$ cat src/rtl/imm_gen_pipe_pkg.sv
// Shared opcode, format and width constants for the pipelined immediate generator.
// Defining IMMGEN_ZICSR_EN makes SYSTEM instructions produce FMT_CSR immediates.
package imm_gen_pipe_pkg;

    localparam int INST_WIDTH = 32;

    localparam logic [6:0] OP_LOAD   = 7'b0000011;
    localparam logic [6:0] OP_FENCE  = 7'b0001111;
    localparam logic [6:0] OP_ALUI   = 7'b0010011;
    localparam logic [6:0] OP_AUIPC  = 7'b0010111;
    localparam logic [6:0] OP_STORE  = 7'b0100011;
    localparam logic [6:0] OP_ALU    = 7'b0110011;
    localparam logic [6:0] OP_LUI    = 7'b0110111;
    localparam logic [6:0] OP_BRANCH = 7'b1100011;
    localparam logic [6:0] OP_JALR   = 7'b1100111;
    localparam logic [6:0] OP_JAL    = 7'b1101111;
    localparam logic [6:0] OP_SYSTEM = 7'b1110011;

    localparam logic [2:0] FMT_NONE = 3'd0;
    localparam logic [2:0] FMT_I    = 3'd1;
    localparam logic [2:0] FMT_S    = 3'd2;
    localparam logic [2:0] FMT_B    = 3'd3;
    localparam logic [2:0] FMT_U    = 3'd4;
    localparam logic [2:0] FMT_J    = 3'd5;
    localparam logic [2:0] FMT_CSR  = 3'd6;

endpackage

$ cat src/rtl/imm_gen_pipe_decode.sv
// Combinational opcode classification and XLEN sign-extended immediate extraction.
// IMMGEN_ZICSR_EN selects CSR address / zimm extraction for the SYSTEM opcode.
module imm_format_decode
    import imm_gen_pipe_pkg::*;
#(
    parameter int XLEN = 32
) (
    input  logic [INST_WIDTH-1:0] i_inst,
    output logic [XLEN-1:0]       o_imm,
    output logic [2:0]            o_fmt,
    output logic                  o_illegal
);

    logic [6:0] opcode;

    assign opcode = i_inst[6:0];

    // Each immediate is assembled as a signed field, so the size cast sign-extends to XLEN.
    always_comb begin
        o_imm     = '0;
        o_fmt     = FMT_NONE;
        o_illegal = 1'b0;
        case (opcode)
            OP_ALUI, OP_LOAD, OP_JALR, OP_FENCE: begin
                o_imm = XLEN'($signed(i_inst[31:20]));
                o_fmt = FMT_I;
            end
            OP_STORE: begin
                o_imm = XLEN'($signed({i_inst[31:25], i_inst[11:7]}));
                o_fmt = FMT_S;
            end
            OP_BRANCH: begin
                o_imm = XLEN'($signed({i_inst[31], i_inst[7], i_inst[30:25],
                                       i_inst[11:8], 1'b0}));
                o_fmt = FMT_B;
            end
            OP_LUI, OP_AUIPC: begin
                o_imm = XLEN'($signed({i_inst[31:12], 12'h000}));
                o_fmt = FMT_U;
            end
            OP_JAL: begin
                o_imm = XLEN'($signed({i_inst[31], i_inst[19:12], i_inst[20],
                                       i_inst[30:21], 1'b0}));
                o_fmt = FMT_J;
            end
            OP_ALU: begin
                o_fmt = FMT_NONE;
            end
            OP_SYSTEM: begin
`ifdef IMMGEN_ZICSR_EN
                o_fmt = FMT_CSR;
                if (i_inst[14]) begin
                    o_imm = XLEN'(i_inst[19:15]);
                end else if (i_inst[13:12] != 2'b00) begin
                    o_imm = XLEN'(i_inst[31:20]);
                end
`else
                o_fmt = FMT_NONE;
`endif
            end
            default: begin
                o_illegal = 1'b1;
            end
        endcase
    end

endmodule

$ cat src/rtl/imm_gen_pipe.sv
// Pipelined immediate generator: decode feeds a 2-entry skid buffer, 1-cycle latency.
// o_ready is registered and drops only when both entries are held; IMMGEN_ZICSR_EN enables CSR immediates.
module imm_gen_pipe
    import imm_gen_pipe_pkg::*;
#(
    parameter int XLEN      = 32,
    parameter int PASS_INST = 1
) (
    input  logic                  i_clk,
    input  logic                  i_rst,
    input  logic                  i_flush,
    input  logic                  i_valid,
    output logic                  o_ready,
    input  logic [INST_WIDTH-1:0] i_inst,
    output logic                  o_valid,
    input  logic                  i_ready,
    output logic [XLEN-1:0]       o_imm,
    output logic [2:0]            o_fmt,
    output logic                  o_illegal,
    output logic [INST_WIDTH-1:0] o_inst
);

    localparam logic [1:0] ST_EMPTY = 2'd0;
    localparam logic [1:0] ST_BUSY  = 2'd1;
    localparam logic [1:0] ST_FULL  = 2'd2;

    logic [XLEN-1:0]       dec_imm;
    logic [2:0]            dec_fmt;
    logic                  dec_ill;
    logic [INST_WIDTH-1:0] new_inst;

    logic [1:0]            state_q, state_d;
    logic                  ready_q, valid_q;

    logic [XLEN-1:0]       m_imm_q, m_imm_d, s_imm_q, s_imm_d;
    logic [2:0]            m_fmt_q, m_fmt_d, s_fmt_q, s_fmt_d;
    logic                  m_ill_q, m_ill_d, s_ill_q, s_ill_d;
    logic [INST_WIDTH-1:0] m_inst_q, m_inst_d, s_inst_q, s_inst_d;

    logic                  accept, consume;

    imm_format_decode #(
        .XLEN      (XLEN)
    ) u_decode (
        .i_inst    (i_inst),
        .o_imm     (dec_imm),
        .o_fmt     (dec_fmt),
        .o_illegal (dec_ill)
    );

    generate
        if (PASS_INST != 0) begin : g_pass_inst
            assign new_inst = i_inst;
        end else begin : g_no_inst
            assign new_inst = '0;
        end
    endgenerate

    // Flush beats accept: a flushed cycle never captures the presented instruction.
    assign accept  = i_valid & ready_q & ~i_flush;
    assign consume = valid_q & i_ready;

    always_comb begin
        state_d  = state_q;
        m_imm_d  = m_imm_q;
        m_fmt_d  = m_fmt_q;
        m_ill_d  = m_ill_q;
        m_inst_d = m_inst_q;
        s_imm_d  = s_imm_q;
        s_fmt_d  = s_fmt_q;
        s_ill_d  = s_ill_q;
        s_inst_d = s_inst_q;

        case (state_q)
            ST_EMPTY: begin
                if (accept) begin
                    state_d  = ST_BUSY;
                    m_imm_d  = dec_imm;
                    m_fmt_d  = dec_fmt;
                    m_ill_d  = dec_ill;
                    m_inst_d = new_inst;
                end
            end
            ST_BUSY: begin
                if (accept && consume) begin
                    m_imm_d  = dec_imm;
                    m_fmt_d  = dec_fmt;
                    m_ill_d  = dec_ill;
                    m_inst_d = new_inst;
                end else if (accept) begin
                    state_d  = ST_FULL;
                    s_imm_d  = dec_imm;
                    s_fmt_d  = dec_fmt;
                    s_ill_d  = dec_ill;
                    s_inst_d = new_inst;
                end else if (consume) begin
                    state_d  = ST_EMPTY;
                end
            end
            ST_FULL: begin
                if (consume) begin
                    state_d  = ST_BUSY;
                    m_imm_d  = s_imm_q;
                    m_fmt_d  = s_fmt_q;
                    m_ill_d  = s_ill_q;
                    m_inst_d = s_inst_q;
                end
            end
            default: begin
                state_d = ST_EMPTY;
            end
        endcase

        if (i_flush) begin
            state_d = ST_EMPTY;
        end
    end

    always_ff @(posedge i_clk) begin
        if (i_rst) begin
            state_q  <= ST_EMPTY;
            ready_q  <= 1'b1;
            valid_q  <= 1'b0;
            m_imm_q  <= '0;
            m_fmt_q  <= FMT_NONE;
            m_ill_q  <= 1'b0;
            m_inst_q <= '0;
            s_imm_q  <= '0;
            s_fmt_q  <= FMT_NONE;
            s_ill_q  <= 1'b0;
            s_inst_q <= '0;
        end else begin
            state_q  <= state_d;
            ready_q  <= (state_d != ST_FULL);
            valid_q  <= (state_d != ST_EMPTY);
            m_imm_q  <= m_imm_d;
            m_fmt_q  <= m_fmt_d;
            m_ill_q  <= m_ill_d;
            m_inst_q <= m_inst_d;
            s_imm_q  <= s_imm_d;
            s_fmt_q  <= s_fmt_d;
            s_ill_q  <= s_ill_d;
            s_inst_q <= s_inst_d;
        end
    end

    assign o_ready   = ready_q;
    assign o_valid   = valid_q;
    assign o_imm     = m_imm_q;
    assign o_fmt     = m_fmt_q;
    assign o_illegal = m_ill_q;
    assign o_inst    = m_inst_q;

endmodule

$ cat config.mk
export PLATFORM = sky130hd
export DESIGN_NAME = imm_gen_pipe
export DESIGN_NICKNAME = d
export VERILOG_FILES = /design/src/rtl/imm_gen_pipe_pkg.sv /design/src/rtl/imm_gen_pipe_decode.sv /design/src/rtl/imm_gen_pipe.sv
export SDC_FILE = /design/constraint.sdc
export NUM_CORES = 1
export LEC_CHECK = 0
export CORE_MARGIN = 3
export CORE_UTILIZATION = 45
export DETAILED_ROUTE_END_ITERATION = 10
export PLACE_DENSITY = 0.7
export SLEW_MARGIN = 25
export SYNTH_ARGS = -nofsm -noshare
export SYNTH_HDL_FRONTEND = slang
export SYNTH_SLANG_ARGS = --single-unit
$ cat constraint.sdc
create_clock -name i_clk -period 2.72 [get_ports i_clk]
set_clock_uncertainty 0.2 [all_clocks]
set_input_delay 0.816 -clock i_clk [delete_from_list [all_inputs] [get_ports i_clk]]
set_output_delay 0.816 -clock i_clk [all_outputs]
set_load 0.03 [all_outputs]
Word level (Yosys, flattened, before mapping)
Index checks and enable logic that the tools add are counted.
- register bits after elaboration: 140
- input port bits: 37
- output and inout port bits: 70
- word-level logic and storage cells: 68
- equality and inequality tests: 17
- multiplexer cells: 26
- bitwise gates (word level): 5
- reductions and logical operators: 9
- operator list (kind ; number):
    2-to-1 mux 32 bit ; 6
    one-hot mux 32 bit (3 select lines) ; 2
    one-hot mux 32 bit (5 select lines) ; 1
    == test 7 bit (second input constant) ; 4
    == test 7 x 6 -> 1 bit (second input constant) ; 3
    one-hot mux 3 bit (5 select lines) ; 1
    == test 7 x 5 -> 1 bit (second input constant) ; 2
    2-to-1 mux 2 bit ; 6
    OR reduction 11 bit ; 1
    2-to-1 mux 3 bit ; 3
    one-hot mux 3 bit (3 select lines) ; 1
    != test 2 bit (second input constant) ; 4
    == test 7 x 2 -> 1 bit (second input constant) ; 1
    == test 7 x 4 -> 1 bit (second input constant) ; 1
    one-hot mux 2 bit (3 select lines) ; 1
    2-to-1 mux 1 bit ; 4
    AND reduction 4 bit ; 1
    OR reduction 4 bit ; 1
    bitwise AND 1 bit ; 3
    one-hot mux 1 bit (3 select lines) ; 1
    AND reduction 3 bit ; 1
    nonzero test 3 bit ; 1
    == test 2 x 1 -> 1 bit (second input constant) ; 1
    == test 2 bit (second input constant) ; 1
    other kinds (5) ; 6

Depth between registers and ports, before layout
- depth after elaboration: 7
- depth in mapped cells: 7
- depth with buffers taken out: 4

Modules after synthesis
Synthesis repeated with hierarchy kept, for this count alone.
- cell total of the unflattened synthesis: 730
- area total of the unflattened synthesis: 6344.8 um^2
- modules (own cells, without submodules) (module ; instances ; cells each ; area an instance (um^2) ; sequential area each (um^2)):
    imm_gen_pipe ; 1 ; 642 ; 5726.7 ; 2802.7
    imm_format_decode ; 1 ; 88 ; 618.1 ; 0.0

Worst setup path after synthesis
Ideal clock, no wire load.
- kind: input-to-reg
- from: input port i_inst[2]
- to: register s_imm_q[21]
- library setup time: 0.088 ns
- data arrival time: 2.096 ns
- data required time: 2.432 ns
- slack: 0.336 ns
- cell stages on the path: 6
- buffers on the path: 2
- cell sequence: buf_2 -> or3b_1 -> a31oi_2 -> o21ai_1 -> buf_4 -> a311oi_2
- word-level cells in the longest chain between the ends: 3
- elaborated cells between the ends (all ways): 12
- those cells by class: eq/ne: 9; mux: 1; reduce/logical: 2
- RTL lines (what ; RTL line ; source):
    start: declaration ; imm_gen_pipe.sv:14 ; input logic [INST_WIDTH-1:0] i_inst,
    == test 7 x 5 -> 1 bit (tied with other cells) ; imm_gen_pipe_decode.sv:23 ; case (opcode)
    OR reduction 4 bit / OR reduction 2 bit (equally long branches) ; - ;
    one-hot mux 32 bit (5 select lines) * ; imm_gen_pipe_decode.sv:23 ;
    end signal: assignment ; imm_gen_pipe.sv:140 ; s_imm_q <= s_imm_d;
    end: declaration ; imm_gen_pipe.sv:35 ; logic [XLEN-1:0] m_imm_q, m_imm_d, s_imm_q, s_imm_d;
Every way passes the cells marked *; elsewhere a longest branch is shown, timed or not.
A chain may end at the register's enable or synchronous reset.

Final worst setup path
- from: input port i_inst[3]
- to: register s_imm_q[25]
The elaborated chain is that of the path after synthesis.

==> qor.txt <==
Syn Inst Count -> 719
Fin crit share -> 0.944
CTS tree -> built
Critical path type -> input port to flip-flop
Gpl congestion -> 0.886
Leakage -> 2.89 nW
Wire per inst -> 17.5 um
Critical-path top delay cell -> clkdlybuf4s50_1
Initial Utilization -> 0.470
DRC viols -> 0
Final Slew Violations -> 0
Post-DRT Antenna Nets -> 0
Ys flop type -> dfxtp_1
Vias/cell -> 5.86
CP Cell Sequence -> clkdlybuf4s50_1 -> or3b_1 -> nor2_1 -> buf_4 -> nand2_1 -> a311oi_2
Max incr delay on CP -> 530 ps
Post-CTS setup buffers -> 0
Min cycle time layout -> 2570 ps
Final hold vios -> 0
Yosys warns -> 0
Worst rel slew slack -> 0.591
CTS Hold Bufs -> 0
CTS Root Cell -> clkbuf_16
Die Area -> 14900 um^2
Layout area overhead -> 38.1%
Worst setup EP type -> flip-flop
Critical path arrival -> 2700 ps
Core area -> 12900 um^2
Yosys cell types -> 56
Detail Placement HPWL -> 12600 um
Ratio of cells with drive above 1 in the final layout -> 0.153
Worst-case clock buffer depth -> 2
Total CTS buffers -> 17
I/O pins -> 107
Post-Route WL -> 18100 um
DR pass1 iterations -> 5
Number of H-tree levels -> 4
Sequential element share of the synthesized area -> 0.464
PostCTS Resize Cnt -> 0
Iter 0 DRT Violations -> 505
Clock transition at path regs -> 60 ps
GRT overflow -> 0
Gr usage total -> 0.248
PortBufs -> 106
Final setup violation count -> 0
Mapped Nets -> 756
Design area -> 8350 um^2
Synthesized area per cell -> 8.41 um^2
Max Freq -> 0.389 GHz
Largest net degree at the start of global routing -> 53
Via count -> 6049
Worst skew pair latency -> 420 ps
Net count, final -> 885
RSZ-0062 raised after global routing -> false
Worst-Margin Slew -> 614 ps
Worst-path fanout max -> 11
Crit path buffers/inverters -> 2
Worst endpoint required time -> 2850 ps
Post-synthesis cell area -> 6050 um^2
Area after DPL -> 7740 um^2
Cell Pwr Density -> 625 nW/um^2
Die Wd -> 122 um
HP Class -> flip-flop to flip-flop
Clock sinks -> 140
Initial antenna violation count -> 0
Post-synth EDFFs -> 0
Most frequent cells in the layout -> nand2_1, dfxtp_1, clkdlybuf4s50_1
Crit-path leading delay family -> simple AND/OR/NAND/NOR gates
Most common cell after layout, fill and taps aside -> nand2_1
Die height -> 122 um
Rows -> 41
Synthesized flop and latch total -> 140
Maximum Capacitance Violations -> 0
Asr flop ratio synth -> 0
Status -> completed
Number of global-route vias before repair -> 5945
Worst IR Drop VDD -> 0.000412 V
Worst Setup Start Kind -> input port
Power, Total -> 5.21 mW
ANT cells -> 0
First-pass GRT wire length -> 29500 um
-- area by class of cell --
type	count	area [um^2]
well taps	172	215
flip-flops and latches	140	2800
repair buffers	179	1740
inverters	4	15.0
fillers	1077	4530
clock inverters	13	154
multi-input cells	506	2960
clock buffers	19	453
-- cell usage after synthesis (all sizes together), types with 2 or more instances --
master	number	area, um^2
nor2	73	274
a21oi	58	313
nand4b	3	26.3
a311oi	56	572
nand2b	4	25.0
o21ai	12	63.8
nand3b	3	22.5
and3	3	18.8
or4	2	15.0
o211a	2	20.0
nand4bb	2	22.5
a211oi	12	90.1
nand3	9	45.0
nor2b	2	12.5
clkbuf	44	165
dfxtp	140	2800
a31oi	23	150
or3b	4	35.0
a221o	4	40.0
nand2	169	634
inv	3	11.3
a32o	4	40.0
o221ai	19	166
o31ai	2	15.0
o2111ai	4	35.0
buf	25	130
o211ai	12	90.1
nor3	6	30.0
-- cell families (layout without fill, tap and decap cells) --
kind of cell	count (synthesis)	count (layout)	synth area share
and+or+nand+nor	285	285	0.202
AOI/OAI and AO/OA	219	219	0.280
DFF	140	140	0.464
buffers and inverters	73	215	0.0513
muxes	2	2	0.00352
-- stage by stage --
step	setup TNS (ps)	std cells	utilization	hold WS (ps)	worst slack, ps
after floorplan	0	719	-	232	336
after global placement	-8750	1001	0.601	239	-203
after detailed placement	-13120	1001	0.601	246	-250
after CTS	0	1033	0.648	254	154
after global routing	0	1033	0.648	269	79.7
final	0	1033	0.648	252	152
-- layer usage --
metal  global-route usage  wire, um  vias up
li1                     -         -     2882
met1                0.323      7880     2924
met2                0.411      8850      215
met3               0.0566      1090       28
met4               0.0777       266        0
met5                    0         0        -
-- worst paths after layout --
path                                 from                       end  slack (ps)  depth (start not counted)
setup / recovery                i_inst[3]  s_imm_q[25]$_SDFFE_PP0P_         150                          6
hold / removal    s_imm_q[7]$_SDFFE_PP0P_   s_imm_q[7]$_SDFFE_PP0P_         250                          2
setup reg to reg    state_q[0]$_SDFF_PP0_    o_imm[11]$_SDFFE_PP0P_         600                          4
hold reg to reg   s_imm_q[7]$_SDFFE_PP0P_   s_imm_q[7]$_SDFFE_PP0P_         250                          2
-- report_power, final --
| group | switching [mW] | internal, mW | total [mW] |
|---|---|---|---|
| Sequential | 0.0428 | 2.12 | 2.17 |
| Clock | 0.936 | 1.42 | 2.35 |
| Combinational | 0.395 | 0.298 | 0.693 |
-- tightest hold or removal path, cell delays in order (launching register included) --
cell	delay (ps)
dfxtp_1	310
nand2_1	50
a21oi_1	50
-- state kept, by name, indices dropped and copies added (netlist names) --
| name | flops |
|---|---|
| o_ready | 1 |
| s_inst_q | 32 |
| o_fmt | 3 |
| state_q | 2 |
| s_fmt_q | 3 |
| s_imm_q | 32 |
| o_valid | 1 |
| o_inst | 32 |
| o_illegal | 1 |
| s_ill_q | 1 |
| o_imm | 32 |
Power figures use the tool's default switching activity.
